==> src/rtl/rx_matched_filter_ts.sv <==
// Receive matched filter: 21-tap symmetric FIR. One pre-adder and one multiplier
// are shared across the 11 unique taps, sequenced by a small FSM.
module rx_matched_filter_ts #(
    parameter int NTAPS = 21,
    parameter int DW    = 18,
    parameter int ACCW  = 41
) (
    input  logic                 clk,
    input  logic                 reset_n,
    input  logic                 sam_en,
    input  logic signed [DW-1:0] x_in,
    output logic signed [DW-1:0] y,
    output logic                 y_valid,
    output logic                 busy,
    output logic                 overrun
);
    localparam int NU   = (NTAPS + 1) / 2;
    localparam int KW   = $clog2(NU + 1);
    localparam int IW   = $clog2(NTAPS);
    localparam int PW   = 2 * DW + 1;
    localparam int YMSB = 2 * DW - 2;

    typedef enum logic [1:0] {IDLE, MAC, OUT} state_t;

    state_t                  state_reg, state_next;
    logic signed [DW-1:0]    x_reg [NTAPS];
    logic signed [ACCW-1:0]  acc_reg;
    logic [KW-1:0]           k_reg;

    logic [IW-1:0]           idx_a, idx_b;
    logic signed [DW-1:0]    tap_a, tap_b, coef_val;
    logic signed [DW:0]      pre_add;
    logic signed [PW-1:0]    product;
    logic signed [ACCW-1:0]  acc_next;
    logic signed [DW-1:0]    y_sat;
    logic                    accept;

    function automatic logic signed [DW-1:0] coef(input logic [KW-1:0] idx);
        case (idx)
            4'd0:    coef = 18'sd242;
            4'd1:    coef = 18'sd566;
            4'd2:    coef = 18'sd459;
            4'd3:    coef = -18'sd632;
            4'd4:    coef = -18'sd2451;
            4'd5:    coef = -18'sd3419;
            4'd6:    coef = -18'sd1270;
            4'd7:    coef = 18'sd5221;
            4'd8:    coef = 18'sd14679;
            4'd9:    coef = 18'sd23244;
            4'd10:   coef = 18'sd26705;
            default: coef = '0;
        endcase
    endfunction

    assign accept = sam_en && (state_reg == IDLE);

    // Pre-add the mirrored tap pair; the centre tap has no partner.
    always_comb begin
        idx_a    = IW'(k_reg);
        idx_b    = IW'(NTAPS - 1) - IW'(k_reg);
        tap_a    = x_reg[idx_a];
        tap_b    = (k_reg == KW'(NU - 1)) ? '0 : x_reg[idx_b];
        pre_add  = {tap_a[DW-1], tap_a} + {tap_b[DW-1], tap_b};
        coef_val = coef(k_reg);
        product  = pre_add * coef_val;
        acc_next = acc_reg + {{(ACCW - PW){product[PW-1]}}, product};
    end

    // Floor to 1s17; clamp if the discarded high bits disagree with the kept sign.
    always_comb begin
        if ((&acc_reg[ACCW-1:YMSB]) || !(|acc_reg[ACCW-1:YMSB]))
            y_sat = acc_reg[YMSB:DW-1];
        else if (acc_reg[ACCW-1])
            y_sat = {1'b1, {(DW-1){1'b0}}};
        else
            y_sat = {1'b0, {(DW-1){1'b1}}};
    end

    always_ff @(posedge clk or negedge reset_n) begin
        if (!reset_n)
            state_reg <= IDLE;
        else
            state_reg <= state_next;
    end

    always_comb begin
        state_next = state_reg;
        case (state_reg)
            IDLE:    if (sam_en) state_next = MAC;
            MAC:     if (k_reg == KW'(NU - 1)) state_next = OUT;
            OUT:     state_next = IDLE;
            default: state_next = IDLE;
        endcase
    end

    always_comb begin
        busy = (state_reg != IDLE);
    end

    always_ff @(posedge clk or negedge reset_n) begin
        if (!reset_n) begin
            for (int i = 0; i < NTAPS; i++) x_reg[i] <= '0;
            acc_reg <= '0;
            k_reg   <= '0;
            y       <= '0;
            y_valid <= 1'b0;
            overrun <= 1'b0;
        end else begin
            y_valid <= (state_reg == OUT);
            if (sam_en && state_reg != IDLE) overrun <= 1'b1;
            case (state_reg)
                IDLE: if (accept) begin
                    x_reg[0] <= x_in;
                    for (int i = 1; i < NTAPS; i++) x_reg[i] <= x_reg[i-1];
                    acc_reg <= '0;
                    k_reg   <= '0;
                end
                MAC: begin
                    acc_reg <= acc_next;
                    k_reg   <= k_reg + 1'b1;
                end
                OUT:     y <= y_sat;
                default: ;
            endcase
        end
    end
endmodule

==> config.mk <==
export PLATFORM = sky130hd
export DESIGN_NAME = rx_matched_filter_ts
export DESIGN_NICKNAME = d
export VERILOG_FILES = /design/src/rtl/rx_matched_filter_ts.sv
export SDC_FILE = /design/constraint.sdc
export NUM_CORES = 2
export LEC_CHECK = 0
export ABC_AREA = 1
export CAP_MARGIN = 20
export CORE_MARGIN = 4
export CORE_UTILIZATION = 45
export CTS_CLUSTER_DIAMETER = 30
export CTS_CLUSTER_SIZE = 12
export DETAILED_ROUTE_END_ITERATION = 8
export SLEW_MARGIN = 10
export SYNTH_ARGS = -nofsm -noshare
export SYNTH_HDL_FRONTEND = slang
export SYNTH_SLANG_ARGS = --single-unit
==> constraint.sdc <==
create_clock -name clk -period 20.3 [get_ports clk]
set_clock_uncertainty 0.15 [all_clocks]
set_input_delay 4.06 -clock clk [delete_from_list [all_inputs] [get_ports clk]]
set_output_delay 4.06 -clock clk [all_outputs]
set_load 0.1 [all_outputs]
==> summary.md <==
| Metric | Value |
|---|---|
| Status | `finished, final reports clean` |
| Net count after synthesis | `5556` |
| Total Routing Usage GR | `~26%` |
| Root Buffer | `clkbuf_16` |
| Core area | `0.0836 sq mm` |
| Syn. warnings | `0` |
| Die Span Y | `between 200 and 300 um` |
| FF-to-FF setup slack | `~7500 ps` |
| DR top layer | `met4` |
| Vias | `between 30000 and 40000` |
| Initial DRC Count | `about 2300` |
| DRT Wirelength | `115000 um` |
| Mapped Area | `roughly 0.038 sq mm` |
| Xor and xnor area share after synthesis | `1.64%` |
| Nets | `between 5000 and 6000` |
| CTS tree | `yes` |
| Maximum buffer depth of the clock tree | `3` |
| DP HPWL | `about 82000 um` |
| Wire per inst | `roughly 19 um` |
| Top_reg_cell synth | `dfrtp_1` |
| Clock Latency Late Sink | `690 ps` |
| Metal-1 WL | `between 40000 and 50000 um` |
| Synth Area in Adders | `around 23%` |
| Hold depth | `2` |
| Critical path arrival | `13180 ps` |
| CP max FO | `between 50 and 60` |
| Setup TNS | `0 ps` |
| Worst-case reg-to-reg path depth | `46` |
| Tmin final | `around 13000 ps` |
| Layout cell share with drive strength beyond 1 | `5.76%` |
| Residual DRC | `0` |
| Placed cells | `between 5000 and 6000` |
| Initial Util | `45.4%` |
| Antenna-violating nets left | `0` |
| FMAX | `78.2 MHz` |
| Pre-antenna DRT Iters | `6` |
| Hold Path Class | `reg2reg` |
| Met3 wire length | `7110 um` |
| Max FFs per register | `~380` |
| Post-CTS Resized | `0` |
| Syn-to-layout area delta | `13.7%` |
| CP max-delay cell | `dfrtp_4` |
| Post-synth ARST share | `100%` |
| Clk pin slew, worst setup/hold paths | `approximately 50 ps` |
| RSZ-0062 raised after global routing | `no` |
| Pin count of the biggest net entering global routing | `190` |
| Die Area | `about 0.089 sq mm` |
| Maximum level of the CTS H-tree | `3` |
| Worst Setup Start Kind | `register` |
| First-pass GRT wire length | `roughly 180000 um` |
| Final setup viols | `0` |
| Complex-gate fraction of the synthesized area | `between 10% and 20%` |
| Slew @ Worst Pin | `around 1100 ps` |
| Largest family of logic cells by synthesized area | `adder cells` |
| Vias in the first global route | `between 30000 and 40000` |
| Die W | `298 um` |
| Max incr delay on CP | `~730 ps` |
| Post-CTS Setup Bufs | `0` |
| Met2 routed WL | `between 50000 and 60000 um` |
| #FFs+latches synth | `~450` |
| Syn Inst Count | `5035` |
| Rows | `~110` |
| Worst EP required | `slightly above 20000 ps` |
| I/O pin count | `42` |
| Post-synthesis sequential area ratio | `between 20% and 30%` |
| Worst Setup End Kind | `register` |
| Number of flops mapped to enable cells by yosys | `0` |
| Gr ovfl total | `0` |
| Synthesized area per cell | `7.53 sq um` |
| Port Buf Inserts | `41` |
| Initial antenna violation count | `1` |
| Non-Filler Instances | `slightly above 6000` |
| Final Wtd Congestion | `0.945` |
| Num CTS Buffers | `~110` |
| Fin Hold WS | `around 300 ps` |
| Simple-gate share of the synthesized area | `about a fifth` |
| Max-Cap Viols | `0` |
| Post-synth cell types | `66` |
| CTS Sinks | `445` |
| Most used cell, CP | `nand2_1` |
| N_diodes | `0` |
| Fin crit share | `about 63%` |
| Post-synthesis mux area share | `0%` |
| Max_slew headroom | `between 20 and 30%` |
| Slew Limit Fails | `0` |
| Vias per std cell | `approximately 5.3` |
| Fin. Hold Viols | `0` |
| CP Class | `reg2reg` |
| Post-CTS Hold Buffers | `0` |
layout by cell type, fill, tap and decap left out, types with 109 or more instances in the layout:
cell type / count
a21oi_1: 246
clkbuf_16: 109
dfrtp_1: 444
fa_1: 332
ha_1: 166
inv_1: 809
nand2_1: 1278
nand3_1: 120
nor2_1: 385
o21ai_0: 689
per-stage QoR:
stage / area [sq um] / utilization [%] / worst slack (ps)
6_report: 43100 / 51.6 / 7510
5_1_grt: 43100 / 51.6 / 6540
4_1_cts: 43100 / 51.5 / 7580
3_5_place_dp: 39200 / 46.9 / 7560
3_3_place_gp: 39200 / 46.9 / 7380
2_1_floorplan: 37900 / - / 10070
synth_stat cells (all sizes together) (6+ instances only):
cell    count  area [sq um]
clkbuf    150           563
o211ai     22           179
inv       822          3090
ha        168          2100
o22ai      35           219
a21o        7          52.6
o21ai     699          3500
dfrtp     445         11100
nand2    1287          4850
xor2       43           429
fa        332          6650
clkinv      7          26.3
o21bai     18           135
nand4      13          87.6
nor3       24           141
o31ai      12          95.1
nor4        8          50.1
a21oi     249          1250
a31oi      13          93.8
a211oi      8          60.1
xnor2      19           193
o21a        6          45.0
nor2      390          1480
nand3     123           631
buf        80           412
or2        12          75.1
per-layer routing:
metal  up-vias  track usage, %
met5         -               0
met4         0            10.9
met3       237            4.48
met2       946            43.2
met1     16000            33.6
li1      15800               -
logic make-up after synthesis:
family                     Yosys count
AOI/OAI and AO/OA                 1105
adders and majority gates          500
and+or+nand+nor                   1864
xor gates and xnor gates            62
DFF                                445
buffers and inverters             1059
worst paths after layout:
| kind | startpoint | endpoint |
|---|---|---|
| min in group asynchronous | reset_n | y[7]$_DFFE_PN0P_ |
| max in group asynchronous | reset_n | x_reg[54]$_DFFE_PN0P_ |
| max | k_reg[0]$_DFFE_PN0P_ | acc_reg[27]$_DFFE_PN0P_ |
| min | x_reg[247]$_DFFE_PN0P_ | x_reg[229]$_DFFE_PN0P_ |
| min reg2reg | x_reg[247]$_DFFE_PN0P_ | x_reg[229]$_DFFE_PN0P_ |
| max reg2reg | k_reg[0]$_DFFE_PN0P_ | acc_reg[27]$_DFFE_PN0P_ |
critical path: cells and delay by family, from the launching register on:
kind	cells	cell delay, ps
buffers and inverters	10	1980
adder cells (fa/ha/maj)	11	5100
flip-flops	1	730
AND/OR/NAND/NOR	14	2520
AO/OA/AOI/OAI	11	2160
cell type report:
type	count	area [sq um]
fill	8120	40500
multi-input combinational	3531	22700
sequential	445	11100
inverter	829	3120
clock buffer	144	3020
tap	1080	1350
clock inverter	59	888
timing repair buffer	92	856
Power is not shown: default switching activity piles up to over one toggle a cycle in this logic, so the estimate is an artifact.
